==> src/rtl/mem_bus_arbiter.sv <==
`default_nettype none
// ============================================================================
//  Module   : mem_bus_arbiter
//  Purpose  : Two-master arbiter for the shared data-memory / external bus.
//             Master 0 is the CPU memory stage, master 1 a secondary
//             requester (DMA / debug loader). One owner at a time,
//             round-robin with a bounded hold. The slave side is muxed from
//             the owner, and cs is decoded from the owner's address.
//  Ports    : clk, rst (async, active-low)
//             m0_* / m1_*    : req, we, addr, wdata in; gnt, rvalid out
//             m_rdata        : shared read data, qualified by mX_rvalid
//             ADDR, Data_BUS_WRITE, wr_rd, cs : bus outputs
//             Data_BUS_READ  : bus read data, valid the cycle after a read beat
//  Options  : ARB_FIXED_PRIO_EN - master 0 always wins ties and pre-empts
//             master 1 the cycle after m0_req rises (default: round-robin).
//  Revision : 1.0 - initial release
// ============================================================================
module mem_bus_arbiter #(
  parameter int ADDR_W   = 32,
  parameter int DATA_W   = 32,
  parameter int INT_SIZE = 1024,
  parameter int MAX_HOLD = 8
) (
  input  logic              clk,
  input  logic              rst,
  input  logic              m0_req,
  input  logic              m0_we,
  input  logic [ADDR_W-1:0] m0_addr,
  input  logic [DATA_W-1:0] m0_wdata,
  output logic              m0_gnt,
  output logic              m0_rvalid,
  input  logic              m1_req,
  input  logic              m1_we,
  input  logic [ADDR_W-1:0] m1_addr,
  input  logic [DATA_W-1:0] m1_wdata,
  output logic              m1_gnt,
  output logic              m1_rvalid,
  output logic [DATA_W-1:0] m_rdata,
  output logic [ADDR_W-1:0] ADDR,
  output logic [DATA_W-1:0] Data_BUS_WRITE,
  input  logic [DATA_W-1:0] Data_BUS_READ,
  output logic              wr_rd,
  output logic              cs
);

  localparam int                 c_HOLD_W    = (MAX_HOLD > 1) ? $clog2(MAX_HOLD) : 1;
  localparam logic [c_HOLD_W-1:0] c_HOLD_LAST = c_HOLD_W'(MAX_HOLD - 1);
  localparam logic [ADDR_W-1:0]   c_INT_SIZE  = ADDR_W'(INT_SIZE);

  // One-hot-style encoding: bit 0 is the master 0 grant, bit 1 the master 1
  // grant, so both grants come straight from state flops.
  typedef enum logic [1:0] {
    ST_IDLE = 2'b00,
    ST_OWN0 = 2'b01,
    ST_OWN1 = 2'b10
  } state_t;

  state_t              r_state;
  logic                r_last_owner;   // 1 = master 1 was the most recent owner
  logic [c_HOLD_W-1:0] r_hold;
  logic                r_m0_rvalid;
  logic                r_m1_rvalid;

  logic                w_m0_beat;
  logic                w_m1_beat;
  logic                w_tie_to_m0;
  logic                w_owned;
  logic                w_own_we;
  logic                w_own_req;
  logic [ADDR_W-1:0]   w_addr;
  logic [DATA_W-1:0]   w_wdata;

  assign w_m0_beat = r_state[0] & m0_req;
  assign w_m1_beat = r_state[1] & m1_req;

`ifdef ARB_FIXED_PRIO_EN
  assign w_tie_to_m0 = 1'b1;
`else
  assign w_tie_to_m0 = r_last_owner;
`endif

  always_ff @(posedge clk or negedge rst) begin
    if (!rst) begin
      r_state      <= ST_IDLE;
      r_last_owner <= 1'b1;
      r_hold       <= '0;
      r_m0_rvalid  <= 1'b0;
      r_m1_rvalid  <= 1'b0;
    end else begin
      r_m0_rvalid <= w_m0_beat & ~m0_we;
      r_m1_rvalid <= w_m1_beat & ~m1_we;
      case (r_state)
        ST_IDLE: begin
          r_hold <= '0;
          if (m0_req && (!m1_req || w_tie_to_m0)) begin
            r_state      <= ST_OWN0;
            r_last_owner <= 1'b0;
          end else if (m1_req) begin
            r_state      <= ST_OWN1;
            r_last_owner <= 1'b1;
          end
        end
        ST_OWN0: begin
          if (!m0_req) begin
            // Owner released: hand straight over if master 1 is waiting.
            r_hold <= '0;
            if (m1_req) begin
              r_state      <= ST_OWN1;
              r_last_owner <= 1'b1;
            end else begin
              r_state <= ST_IDLE;
            end
          end else if (!m1_req) begin
            r_hold <= '0;      // uncontended: ownership is unlimited
`ifdef ARB_FIXED_PRIO_EN
          end else begin
            r_hold <= '0;      // master 0 is never pre-empted
          end
`else
          end else if (r_hold == c_HOLD_LAST) begin
            r_hold       <= '0;
            r_state      <= ST_OWN1;
            r_last_owner <= 1'b1;
          end else begin
            r_hold <= r_hold + 1'b1;
          end
`endif
        end
        ST_OWN1: begin
`ifdef ARB_FIXED_PRIO_EN
          // Master 0 pre-empts; master 1's beat on this edge still completes.
          r_hold <= '0;
          if (m0_req) begin
            r_state      <= ST_OWN0;
            r_last_owner <= 1'b0;
          end else if (!m1_req) begin
            r_state <= ST_IDLE;
          end
`else
          if (!m1_req) begin
            r_hold <= '0;
            if (m0_req) begin
              r_state      <= ST_OWN0;
              r_last_owner <= 1'b0;
            end else begin
              r_state <= ST_IDLE;
            end
          end else if (!m0_req) begin
            r_hold <= '0;
          end else if (r_hold == c_HOLD_LAST) begin
            r_hold       <= '0;
            r_state      <= ST_OWN0;
            r_last_owner <= 1'b0;
          end else begin
            r_hold <= r_hold + 1'b1;
          end
`endif
        end
        default: begin
          r_state <= ST_IDLE;
          r_hold  <= '0;
        end
      endcase
    end
  end

  // Slave-side mux from the current owner; everything is zero while idle.
  always_comb begin
    w_owned   = 1'b0;
    w_own_we  = 1'b0;
    w_own_req = 1'b0;
    w_addr    = '0;
    w_wdata   = '0;
    if (r_state == ST_OWN0) begin
      w_owned   = 1'b1;
      w_own_we  = m0_we;
      w_own_req = m0_req;
      w_addr    = m0_addr;
      w_wdata   = m0_wdata;
    end else if (r_state == ST_OWN1) begin
      w_owned   = 1'b1;
      w_own_we  = m1_we;
      w_own_req = m1_req;
      w_addr    = m1_addr;
      w_wdata   = m1_wdata;
    end
  end

  assign ADDR           = w_addr;
  assign Data_BUS_WRITE = w_wdata;
  assign wr_rd          = w_own_we & w_own_req & w_owned;
  assign cs             = w_owned & (w_addr >= c_INT_SIZE);

  assign m0_gnt    = r_state[0];
  assign m1_gnt    = r_state[1];
  assign m0_rvalid = r_m0_rvalid;
  assign m1_rvalid = r_m1_rvalid;
  assign m_rdata   = Data_BUS_READ;

endmodule
`default_nettype wire

==> config.mk <==
export PLATFORM = sky130hd
export DESIGN_NAME = mem_bus_arbiter
export DESIGN_NICKNAME = d
export VERILOG_FILES = /design/src/rtl/mem_bus_arbiter.sv
export SDC_FILE = /design/constraint.sdc
export NUM_CORES = 1
export LEC_CHECK = 0
export ABC_CLOCK_PERIOD_IN_PS = 4300
export BUFFER_PORTS_ARGS = -buffer_cell sky130_fd_sc_hd__buf_4
export CAP_MARGIN = 25
export CORE_AREA = 3 3 103 105
export DETAILED_ROUTE_END_ITERATION = 10
export DIE_AREA = 0 0 106 108
export GPL_ROUTABILITY_DRIVEN = 0
export SLEW_MARGIN = 30
export SYNTH_ARGS = -nofsm -noshare
export SYNTH_HDL_FRONTEND = slang
export SYNTH_SLANG_ARGS = --single-unit
==> constraint.sdc <==
create_clock -name clk -period 4.3 [get_ports clk]
set_input_delay 0.215 -clock clk [delete_from_list [all_inputs] [get_ports clk]]
set_output_delay 0.215 -clock clk [all_outputs]
set_load 0.01 [all_outputs]
Word-level counts from Yosys, hierarchy flattened
Cells that the tools add are included.
Storage, ports and cells
  register bits after elaboration: 8
  logic and storage cells: 69
Cells by class
  $add $sub $neg: 1
  $lt $le $gt $ge: 1
  eq/ne operators: 9
  multiplexer cells: 37
  bitwise logic cells: 9
  reductions and logical operators: 7
Operators with widths (count)
  $mux 32: 4
  $ge 32x11->1 const B: 1
  $mux 2: 9
  $mux 1: 16
  $mux 3: 5
  $ne 3x3->1 const B: 5
  $reduce_and 5->1: 2
  $and 1x1->1: 7
  $pmux 2 s3: 1
  $pmux 3 s2: 1
  $add 3x1->3 const B: 1
  $eq 3x3->1 const B: 1
  $pmux 1 s3: 1
  $reduce_bool 3->1: 1
  $eq 2x1->1 const B: 1
  $eq 2x2->1 const B: 1
  $logic_not 2->1: 1
  $ne 2x2->1 const B: 1
  $not 1->1: 2
  $logic_and 1x1->1: 1
  $logic_not 1->1: 1
  $logic_or 1x1->1: 1

Longest topological paths before layout
Gate-level depths: netlist of the first run.
  depth after elaboration: 5
  mapped depth: 7
  mapped depth without buffers: 6

Worst setup path after synthesis of the first run
OpenSTA, ideal clock, no wires.
  path type: register to output
  start point: reg r_state[0]
  end point: out cs
  data arrival time: 1.653 ns
  required time: 4.085 ns
  path slack: 2.432 ns
  cell stages (with the launch flop): 8
  cell sequence: dfrtp_1 inv_1 ha_1 nor2b_1 buf_2 a22o_1 a2111oi_2 a21boi_1
Between the ends
  cells in the longest elaborated chain, start to end: 5
  elaborated cells between the ends (all ways): 8
  classes of those cells: order compare (1); eq/ne (2); mux (4); bitwise (1)
RTL lines
  from (decl): RTL line 58  | state_t r_state;
  from (signal assigned): RTL line 84  | r_state <= ST_IDLE;
  from (signal assigned): RTL line 96  | r_state <= ST_OWN0;
  from (signal assigned): RTL line 99  | r_state <= ST_OWN1;
  $eq 2x2->1: RTL line 180  | end else if (r_state == ST_OWN1) begin
  $mux 32: RTL line 180
  $mux 32 (*): RTL line 174  | if (r_state == ST_OWN0) begin
  via ADDR[26]: RTL line 39  | output logic [ADDR_W-1:0] ADDR,
  $ge 32x11->1 (*): RTL line 192  | assign cs = w_owned & (w_addr >= c_INT_SIZE);
  $and 1x1->1 (*): RTL line 192
  to (decl): RTL line 43  | output logic cs
The timed path passes the listed nets; every way through them passes the cells marked *.

Worst setup path in the final report of the first run
  start point: reg r_state[1]
  end point: out cs
Between the ends
  cells in the longest elaborated chain, start to end: 5
  elaborated cells between the ends (all ways): 8
  classes of those cells: order compare (1); eq/ne (2); mux (4); bitwise (1)
RTL lines (RTL line)
  $eq 2x2->1: 180
  $mux 32: 180
  $mux 32: 174
  $ge 32x11->1: 192
  $and 1x1->1 (*): 192
Mark *: on every way between the ends. The rest lies on a longest branch, timed or not.

==> impl_summary.txt, run 1 <==
----------------------------------------------------
[Job]
  Max_cap viols ... 0

[Clock network]
  Post-CTS Repair Setup Buffers ... 0
  CTS H-Tree Depth ... 1
  CTS root buf ... sky130_fd_sc_hd__clkbuf_8
  Clock tree from TritonCTS ... done
  Clock sinks ... 8
  Number of buffers between clock root and the deepest sink ... 2
  Num CTS Buffers ... 3
  Clock-pin slew of the registers on the worst-case setup and hold paths ... 0.04 ns
  Clock insertion delay at the later pin of the skew report ... 0.23 ns

[Placement]
  Count of buffers from port buffering ... 203
  Placed Instances ... 476
  Estimated wirelength of the detail-placed design ... 7.361 mm

[STA]
  Fin. max-slew vios ... 0
  Time the worst path needs with I/O delays and setup ... 2.868 ns
  Fmax ... 348.6 MHz
  Total negative slack for setup checks ... 0 ns
  Final setup vio count ... 0
  Period utilization ... 66.70%
  Hold Fails Final Rpt ... 0
  Worst-case clock skew ... 0.007732 ns
  Slew of the pin with the lowest slew margin ... 0.7900 ns
  Max-slew headroom at the worst pin ... 47.33%
  Setup repair after global routing missed its margin ... no

[Setup path]
  Slowest cell on the critical path ... sky130_fd_sc_hd__ha_2
  CP Capture Type ... primary output
  Critical path cell sequence ... inv_1 -> ha_2 -> nor2b_4 -> a22o_1 -> a2111oi_2 -> a21boi_1 -> buf_4
  Buffers plus inverters on the worst setup path ... 2
  CP Max Fanout ... 41
  Worst Path Class, Setup ... flip-flop to primary output
  Worst endpoint data arrival time ... 2.65 ns
  Top cell family by delay on the critical path ... compound AO/OA/AOI/OAI gates
  CP peak stage delay ... 0.72 ns
  Startpoint type of the worst setup path ... flip-flop
  CP required ... 4.09 ns

[Floorplanning]
  Top Ports ... 268
  Floorplan die area ... 0.01145 sq mm
  Die outline width ... 106 um
  Initial Utilization ... 15.61%
  Row count ... 36
  CORE AREA ... 0.009729 sq mm
  Die height ... 108 um

[Route]
  Average routed wire per standard cell ... 17.64 um
  Number of DRC violations after detailed-routing iteration 0 ... 119
  Post-DR vias/cell ... 4.405
  Detailed-routing iteration count for the pre-antenna-repair pass ... 4
  Final routed DRC violation total ... 0
  Total via count after detailed routing ... 2119
  Post-DRT Antenna Nets ... 0
  Total length of routed wires ... 8.487 mm

[Yosys]
  Most common flop cell mapped by yosys ... sky130_fd_sc_hd__dfrtp_1
  Fraction of the yosys area taken by sequential cells ... 13.26%
  Share of Yosys cell area claimed by the top area cell type ... 35.75%
  FF+latch count, synth ... 8
  Post-synthesis instance area ... 0.001519 sq mm
  Leading cell types by total area after synthesis ... sky130_fd_sc_hd__a22o_1 36%, sky130_fd_sc_hd__buf_4 16%, sky130_fd_sc_hd__dfrtp_1 12%
  Syn_area_per_cell ... 8.080 sq um
  FFs w/ async S/R, synth ... 100.0%
  Leading post-synthesis cells by instance count ... 62 x sky130_fd_sc_hd__a22o_1, 33 x sky130_fd_sc_hd__buf_4, 9 x sky130_fd_sc_hd__clkbuf_1, 8 x sky130_fd_sc_hd__nand2_1, 8 x sky130_fd_sc_hd__nor4_1
  Number of synthesized flops with an enable pin ... 0
  Number of distinct standard cells referenced by the synthesized netlist ... 35
  Dominant cell by count in the synthesized netlist ... sky130_fd_sc_hd__a22o_1
  Synthesized Nets ... 360
  Number of warnings printed during yosys synthesis ... 0
  Synthesized netlist cell count ... 188
  Cell type with the highest aggregate area in the netlist ... sky130_fd_sc_hd__a22o_1

[Power and ir drop]
  Cell area power density ... 519.9 mW/mm^2
  Post-route total power ... 1.544 mW
  Leak Pwr ... 1.547 nW
  VDD IR max ... 183.5 uV

[Outcome]
  Outcome ... complete, no violations

[Layout]
  Final Instance Count excl. Fillers ... 481
  Fraction of final layout cells with drive strength greater than 1 ... 61.49%
  Area grow syn2layout ... 95.55%
  Final #Nets ... 521
  Ant diodes ... 0

[GRT]
  Global-route wire length before repair ... 11.72 mm
  Vias in the first global route ... 2095
  Number of antenna violations at the first check in global routing ... 0
  Total congestion overflow after global routing ... 0
  Pin count of the biggest net entering global routing ... 44
  Total Routing Usage GR ... 12.79%

[Min path]
  Classification of the worst-slack hold path ... input port to flip-flop

----------------------------------------------------
layout by cell type (no fill, tap or decap), types with 2 or more instances in the layout:
cell and instances:
sky130_fd_sc_hd__o21ai_0 4, sky130_fd_sc_hd__nand3_1 4, sky130_fd_sc_hd__ha_1 5, sky130_fd_sc_hd__dfrtp_1 7, sky130_fd_sc_hd__nand2_1 8, sky130_fd_sc_hd__mux2i_1 2, sky130_fd_sc_hd__inv_1 3, sky130_fd_sc_hd__a22o_1 62
sky130_fd_sc_hd__nor2_1 6, sky130_fd_sc_hd__buf_4 205, sky130_fd_sc_hd__clkbuf_8 3, sky130_fd_sc_hd__nor4_1 8, sky130_fd_sc_hd__nor3_1 3, sky130_fd_sc_hd__a21oi_1 4, sky130_fd_sc_hd__and2_1 3
cell type report:
class	instances	area, sq um
clock buffers	4	45.04
flip-flops and latches	8	201.4
well taps	133	166.4
fillers	1070	6759
multi-input cells	127	997.2
inverters	3	11.26
repair buffers	206	1549
stage by stage:
| step | setup slack (ns) | area, sq um | hold WS (ns) | utilization, % |
|---|---|---|---|---|
| 6_report | 1.432 | 2970 | 0.1492 | 30.53 |
| 5_1_grt | 1.172 | 2970 | 0.1460 | 30.53 |
| 4_1_cts | 1.404 | 2970 | 0.1438 | 30.53 |
| 3_5_place_dp | 1.657 | 2915 | 0.03817 | 29.96 |
| 3_3_place_gp | 1.710 | 2915 | 0.03638 | 29.96 |
| 2_1_floorplan | 2.432 | 1519 | -0.08059 | - |
state kept, by name (all words and copies together) (netlist names):
name	count
r_state	2
r_hold	3
m1_rvalid	1
m0_rvalid	1
r_last_owner	1
power by group:
part / switching, mW / total [mW] / leakage, nW / internal (mW)
combinational: 0.644 / 1.34 / 1.42 / 0.695
sequential: 0.0163 / 0.114 / 0.105 / 0.0978
clock: 0.0273 / 0.0914 / 0.0228 / 0.0640
timing repair:
item                      in CTS  in global routing
hold endpoints to repair       8                  0
gates resized for setup        0                  0
hold buffers                   1                  0
logic make-up (layout without fill, tap and decap cells):
family | Yosys count | in the layout | share of synthesized area [%]
compound gates | 82 | 82 | 45.96
buf+inv | 53 | 213 | 21.75
simple gates | 36 | 36 | 12.03
flops | 8 | 8 | 13.26
fa+ha+maj | 6 | 6 | 4.942
mux | 3 | 3 | 2.059
worst paths after layout:
| check | start | end | slack, ns | depth (start not counted) |
|---|---|---|---|---|
| max | r_state[1]$_DFFE_PN0P_ | cs | 1.43 | 7 |
| min | m0_we | m0_rvalid$_DFF_PN0_ | 0.15 | 2 |
| max reg2reg | r_state[1]$_DFFE_PN0P_ | r_state[0]$_DFFE_PN0P_ | 2.14 | 6 |
| min reg2reg | r_hold[0]$_DFF_PN0_ | r_hold[0]$_DFF_PN0_ | 0.44 | 1 |
| max in group asynchronous | rst | r_last_owner$_DFFE_PN1P_ | 3.75 | 2 |
| min in group asynchronous | rst | m0_rvalid$_DFF_PN0_ | 0.34 | 2 |
per-layer routing:
layer,share of wire [%],global-route usage [%]
met1,38,15.64
met5,0,0
met3,10,4.299
met2,52,22.59
met4,0.41,1.388
Power figures use the tool's default switching activity.
==> inputs of run 2 (changes only) <==
--- a/config.mk
+++ b/config.mk
@@ -5,7 +5,7 @@
 export SDC_FILE = /design/constraint.sdc
 export NUM_CORES = 1
 export LEC_CHECK = 0
-export ABC_CLOCK_PERIOD_IN_PS = 4300
+export ABC_CLOCK_PERIOD_IN_PS = 2610
 export BUFFER_PORTS_ARGS = -buffer_cell sky130_fd_sc_hd__buf_4
 export CAP_MARGIN = 25
 export CORE_AREA = 3 3 103 105
==> constraint.sdc (replaced) <==
create_clock -name clk -period 2.61 [get_ports clk]
set_input_delay 0.1305 -clock clk [delete_from_list [all_inputs] [get_ports clk]]
set_output_delay 0.1305 -clock clk [all_outputs]
set_load 0.01 [all_outputs]
==> impl_summary.txt, run 2 (synthesized netlist as in run 1, its figures left out) <==
----------------------------------------------------
[Layout]
  Footprint of the multi-input gates ... 997.2 sq um
  Share of the core filled with cells in the final layout ... 30.81%
  Area grow syn2layout ... 97.36%
  Fillcell total ... 1071
  Register area ... 201.4 sq um
  Top register by number of flip-flops ... r_hold
  Largest register FFs ... 3
  Fraction of final layout cells with drive strength greater than 1 ... 61.71%
  Final #Nets ... 523
  Ant diodes ... 0
  Commonest non-fill, non-tap cells in the layout ... 206 x sky130_fd_sc_hd__buf_4, 62 x sky130_fd_sc_hd__a22o_1, 8 x sky130_fd_sc_hd__nand2_1, 8 x sky130_fd_sc_hd__nor4_1, 7 x sky130_fd_sc_hd__dfrtp_1
  Leading cell type in the layout, fill and taps excluded ... sky130_fd_sc_hd__buf_4
  Top flop regs ... r_hold (3), r_state (2)

[STA]
  Hold Fails Final Rpt ... 0
  Final setup vio count ... 0
  Slew of the pin with the lowest slew margin ... 0.4551 ns
  Period utilization ... 89.01%
  Fmax ... 430.5 MHz
  Fin. max-slew vios ... 0
  Setup repair after global routing missed its margin ... no
  Worst-case clock skew ... 0.005343 ns
  Total negative slack for setup checks ... 0 ns
  Max-slew headroom at the worst pin ... 69.38%
  Time the worst path needs with I/O delays and setup ... 2.323 ns

[Floorplanning]
  Row count ... 36
  Initial Utilization ... 15.61%
  Die outline width ... 106 um
  Floorplan die area ... 0.01145 sq mm
  CORE AREA ... 0.009729 sq mm
  Top Ports ... 268
  Die height ... 108 um

[Setup path]
  Timing endpoint of the critical path ... cs
  CP Capture Type ... primary output
  Slowest cell on the critical path ... sky130_fd_sc_hd__dfrtp_1
  FF-to-FF Start ... r_state[1]$_DFFE_PN0P_
  Worst reg-to-reg path cell count ... 7
  Register-to-register path setup slack ... 0.67 ns
  Startpoint type of the worst setup path ... flip-flop
  Launch point of the worst path ... r_state[1]$_DFFE_PN0P_
  CP Max Fanout ... 76
  CP peak stage delay ... 0.39 ns
  Worst Path Class, Setup ... flip-flop to primary output
  Critical path cell sequence ... inv_1 -> ha_2 -> buf_12 -> nor4_1 -> nand4_1 -> o41ai_1 -> a21boi_1 -> buf_4
  Worst endpoint data arrival time ... 2.19 ns
  CP required ... 2.48 ns
  R2r endpoint ... r_state[0]$_DFFE_PN0P_

[Clock network]
  CTS root buf ... sky130_fd_sc_hd__clkbuf_8
  Clock insertion delay at the later pin of the skew report ... 0.23 ns
  Clock sinks ... 8
  Clock tree from TritonCTS ... done
  Num CTS Buffers ... 3
  Post_cts resized ... 0
  Number of buffers between clock root and the deepest sink ... 2
  Clock-pin slew of the registers on the worst-case setup and hold paths ... 0.05 ns
  CTS H-Tree Depth ... 1

[Route]
  Post-DRT Antenna Nets ... 0
  Average routed wire per standard cell ... 17.65 um
  Total length of routed wires ... 8.523 mm
  Number of DRC violations after detailed-routing iteration 0 ... 109
  Total via count after detailed routing ... 2155
  Detailed-routing iteration count for the pre-antenna-repair pass ... 4
  Final routed DRC violation total ... 0
  Post-DR vias/cell ... 4.462

[Power and ir drop]
  VDD IR max ... 405.3 uV
  Leak Pwr ... 1.560 nW
  Post-route total power ... 2.593 mW
  Cell area power density ... 864.8 mW/mm^2

[GRT]
  Total congestion overflow after global routing ... 0
  Vias in the first global route ... 2124
  Global-route wire length before repair ... 11.72 mm
  Total Routing Usage GR ... 12.68%
  Pin count of the biggest net entering global routing ... 77
  Number of antenna violations at the first check in global routing ... 0

[Outcome]
  Outcome ... complete, no violations

[Job]
  Max_cap viols ... 0

[Min path]
  Cell depth of the worst hold path ... 2
  Classification of the worst-slack hold path ... input port to flip-flop

[Placement]
  Estimated wirelength of the detail-placed design ... 7.309 mm
  Count of buffers from port buffering ... 203

----------------------------------------------------
run 2: cell types whose count changed in the layout (fill, tap and decap cells not counted):
cell,before,now
sky130_fd_sc_hd__buf_4,205,206
sky130_fd_sc_hd__buf_12,0,1
run 2: final cells by class:
cell class / instances / share of cell area, %
flip-flops and latches: 8 / 6.720
inverters: 3 / 0.3756
repair buffers: 208 / 52.59
clock buffers: 4 / 1.503
well taps: 133 / 5.551
multi-input cells: 127 / 33.26
run 2: worst min path at each step:
stage | startpoint | to
6_report | m0_we | m0_rvalid$_DFF_PN0_
5_1_grt | m0_we | m0_rvalid$_DFF_PN0_
4_1_cts | m0_we | m0_rvalid$_DFF_PN0_
3_5_place_dp | rst | m0_rvalid$_DFF_PN0_
3_3_place_gp | rst | m1_rvalid$_DFF_PN0_
2_1_floorplan | rst | m0_rvalid$_DFF_PN0_
run 2: worst max-delay path, delay by kind of cell (launching register included):
family	cells	cell delay, ns
simple gates	2	0.49
buf+inv	3	0.46
fa+ha+maj	1	0.22
flops	1	0.39
compound gates	2	0.38
run 2: repair_timing:
action,CTS,global route
buffers inserted,0,0
endpoints found under the hold margin,8,0
setup endpoints to repair,0,0
hold buffers,1,0
run 2: metal layers:
metal | global-route usage [%] | part of all wire [%]
met1 | 15.80 | 39
met5 | 0 | 0
met3 | 4.478 | 10
met4 | 2.590 | 1.0
met2 | 21.27 | 50
run 2: stage by stage:
stage | hold WS (ns) | worst slack [ns] | area, sq um | std cells
global route | 0.07650 | 0.08875 | 2998 | 483
global placement | -0.04511 | 0.6328 | 2943 | 478
CTS | 0.06443 | 0.2635 | 2998 | 483
floorplan | -0.1651 | 0.8264 | 1519 | 188
finish | 0.06832 | 0.2869 | 2998 | 483
detailed placement | -0.03533 | 0.5171 | 2943 | 478
run 2: report_power, final:
group / total (mW) / internal (mW) / switching [mW]
clock network: 0.157 / 0.106 / 0.0512
logic: 2.25 / 1.17 / 1.07
registers: 0.189 / 0.161 / 0.0280
==> inputs of run 3 (changes only) <==
--- a/config.mk
+++ b/config.mk
@@ -7,10 +7,9 @@
 export LEC_CHECK = 0
 export ABC_CLOCK_PERIOD_IN_PS = 2610
 export BUFFER_PORTS_ARGS = -buffer_cell sky130_fd_sc_hd__buf_4
-export CAP_MARGIN = 25
-export CORE_AREA = 3 3 103 105
+export CORE_AREA = 2 2 105 107
 export DETAILED_ROUTE_END_ITERATION = 10
-export DIE_AREA = 0 0 106 108
+export DIE_AREA = 0 0 107 109
 export GPL_ROUTABILITY_DRIVEN = 0
 export SLEW_MARGIN = 30
 export SYNTH_ARGS = -nofsm -noshare
==> impl_summary.txt, run 3 (synthesized netlist as in run 1, its figures left out) <==
----------------------------------------------------
[Outcome]
  Outcome ... complete, no violations

[Layout]
  Final #Nets ... 525
  Fraction of final layout cells with drive strength greater than 1 ... 62.22%
  Commonest non-fill, non-tap cells in the layout ... 208 x sky130_fd_sc_hd__buf_4, 62 x sky130_fd_sc_hd__a22o_1, 8 x sky130_fd_sc_hd__nand2_1, 8 x sky130_fd_sc_hd__nor4_1, 7 x sky130_fd_sc_hd__dfrtp_1
  Register area ... 201.4 sq um
  Top register by number of flip-flops ... r_hold
  Non-Filler Cell Area, Final ... 0.003029 sq mm
  Leading cell type in the layout, fill and taps excluded ... sky130_fd_sc_hd__buf_4
  Largest register FFs ... 3
  Area grow syn2layout ... 99.42%
  Ant diodes ... 0
  Footprint of the multi-input gates ... 0.001005 sq mm
  Share of the core filled with cells in the final layout ... 28.57%
  Top flop regs ... r_hold (3), r_state (2)
  Fillcell total ... 1135
  Final Instance Count excl. Fillers ... 492

[GRT]
  Total congestion overflow after global routing ... 0
  Total Routing Usage GR ... 12.20%
  Number of antenna violations at the first check in global routing ... 0
  Global-route wire length before repair ... 11.01 mm
  Vias in the first global route ... 2001
  Pin count of the biggest net entering global routing ... 43

[STA]
  Time the worst path needs with I/O delays and setup ... 2.324 ns
  Fmax ... 430.3 MHz
  Final setup vio count ... 0
  Total negative slack for setup checks ... 0 ns
  Max-slew headroom at the worst pin ... 67.31%
  Fin. max-slew vios ... 0
  Final setup slack of the worst path ... 0.2861 ns
  Slew of the pin with the lowest slew margin ... 0.4858 ns
  Worst-case clock skew ... 0.001336 ns
  Hold Fails Final Rpt ... 0
  Minimum hold slack ... 0.05727 ns
  Setup repair after global routing missed its margin ... no
  Period utilization ... 89.04%

[Clock network]
  Clock tree from TritonCTS ... done
  Clock sinks ... 8
  CTS H-Tree Depth ... 1
  Num CTS Buffers ... 3
  Number of buffers between clock root and the deepest sink ... 2
  CTS root buf ... sky130_fd_sc_hd__clkbuf_8
  Clock-pin slew of the registers on the worst-case setup and hold paths ... 0.04 ns
  Clock insertion delay at the later pin of the skew report ... 0.23 ns

[Floorplanning]
  Initial Utilization ... 14.33%
  Row count ... 38
  Floorplan die area ... 0.01166 sq mm
  Top Ports ... 268
  CORE AREA ... 0.01060 sq mm
  Die height ... 109 um
  Die outline width ... 107 um

[Min path]
  Classification of the worst-slack hold path ... input port to flip-flop

[Setup path]
  CP required ... 2.48 ns
  CP Max Fanout ... 6
  Startpoint type of the worst setup path ... flip-flop
  CP Capture Type ... primary output
  Worst endpoint data arrival time ... 2.19 ns
  Worst Path Class, Setup ... flip-flop to primary output

[Placement]
  Estimated wirelength of the detail-placed design ... 6.983 mm
  Placed cell areas ... 0.002967 sq mm
  Pre-CTS setup slack ... 0.4517 ns
  Placed Instances ... 487
  Count of buffers from port buffering ... 203

[Route]
  Post-DR vias/cell ... 4.441
  Final routed DRC violation total ... 0
  Number of DRC violations after detailed-routing iteration 0 ... 137
  Total via count after detailed routing ... 2185
  Detailed-routing iteration count for the pre-antenna-repair pass ... 4
  Average routed wire per standard cell ... 16.57 um
  Post-DRT Antenna Nets ... 0
  Total length of routed wires ... 8.153 mm

[Power and ir drop]
  Cell area power density ... 865.7 mW/mm^2
  Leak Pwr ... 1.573 nW
  Post-route total power ... 2.622 mW
  VDD IR max ... 375.0 uV

[Job]
  Max_cap viols ... 0

----------------------------------------------------
run 3: changes by cell type in the layout (fill, tap and decap cells not counted), sizes merged:
cell  previous run  this run
buf            207       209
run 3: worst paths after layout:
path,startpoint,end,slack [ns],depth (start not counted)
worst max-delay path,r_state[1]$_DFFE_PN0P_,cs,0.29,8
worst min-delay path,m0_we,m0_rvalid$_DFF_PN0_,0.06,2
worst max register to register,r_state[1]$_DFFE_PN0P_,r_last_owner$_DFFE_PN1P_,0.60,6
worst min register to register,r_hold[0]$_DFF_PN0_,r_hold[0]$_DFF_PN0_,0.44,1
max in group asynchronous,rst,r_last_owner$_DFFE_PN1P_,2.15,2
min in group asynchronous,rst,r_state[0]$_DFFE_PN0P_,0.25,2
run 3: critical path, stage by stage (launching register included):
cell and delay, ns:
sky130_fd_sc_hd__dfrtp_1 0.41, sky130_fd_sc_hd__inv_1 0.11, sky130_fd_sc_hd__ha_2 0.24, sky130_fd_sc_hd__nor4_1 0.35, sky130_fd_sc_hd__nand4_1 0.15, sky130_fd_sc_hd__o41ai_2 0.31, sky130_fd_sc_hd__buf_4 0.18, sky130_fd_sc_hd__a21boi_1 0.05
sky130_fd_sc_hd__buf_4 0.15
run 3: layout make-up:
cell class	count	area share [%]
clock buffers	4	1.487
well taps	140	5.783
multi-input cells	127	33.17
flip-flops and latches	8	6.650
repair buffers	210	52.54
inverters	3	0.3717
run 3: per-layer routing:
layer / vias up / GRT usage [%] / routed length (um)
li1: 1032 / - / -
met1: 1009 / 15.97 / 3314
met2: 138 / 20.61 / 4041
met3: 6 / 2.989 / 750
met4: 0 / 2.134 / 46
met5: - / 0 / 0
run 3: timing repair:
action                                  in CTS  in global routing
endpoints found under the setup margin       0                  1
gates resized for setup                      0                  1
buffers inserted                             0                  0
hold buffers                                 1                  0
endpoints found under the hold margin        8                  0
run 3: power by group:
group	total (mW)	switching (mW)	leakage [nW]	internal, mW
sequential	0.192	0.0312	0.105	0.161
clock	0.162	0.0552	0.0228	0.106
combinational	2.27	1.07	1.45	1.20
total	2.62	1.15	1.57	1.47
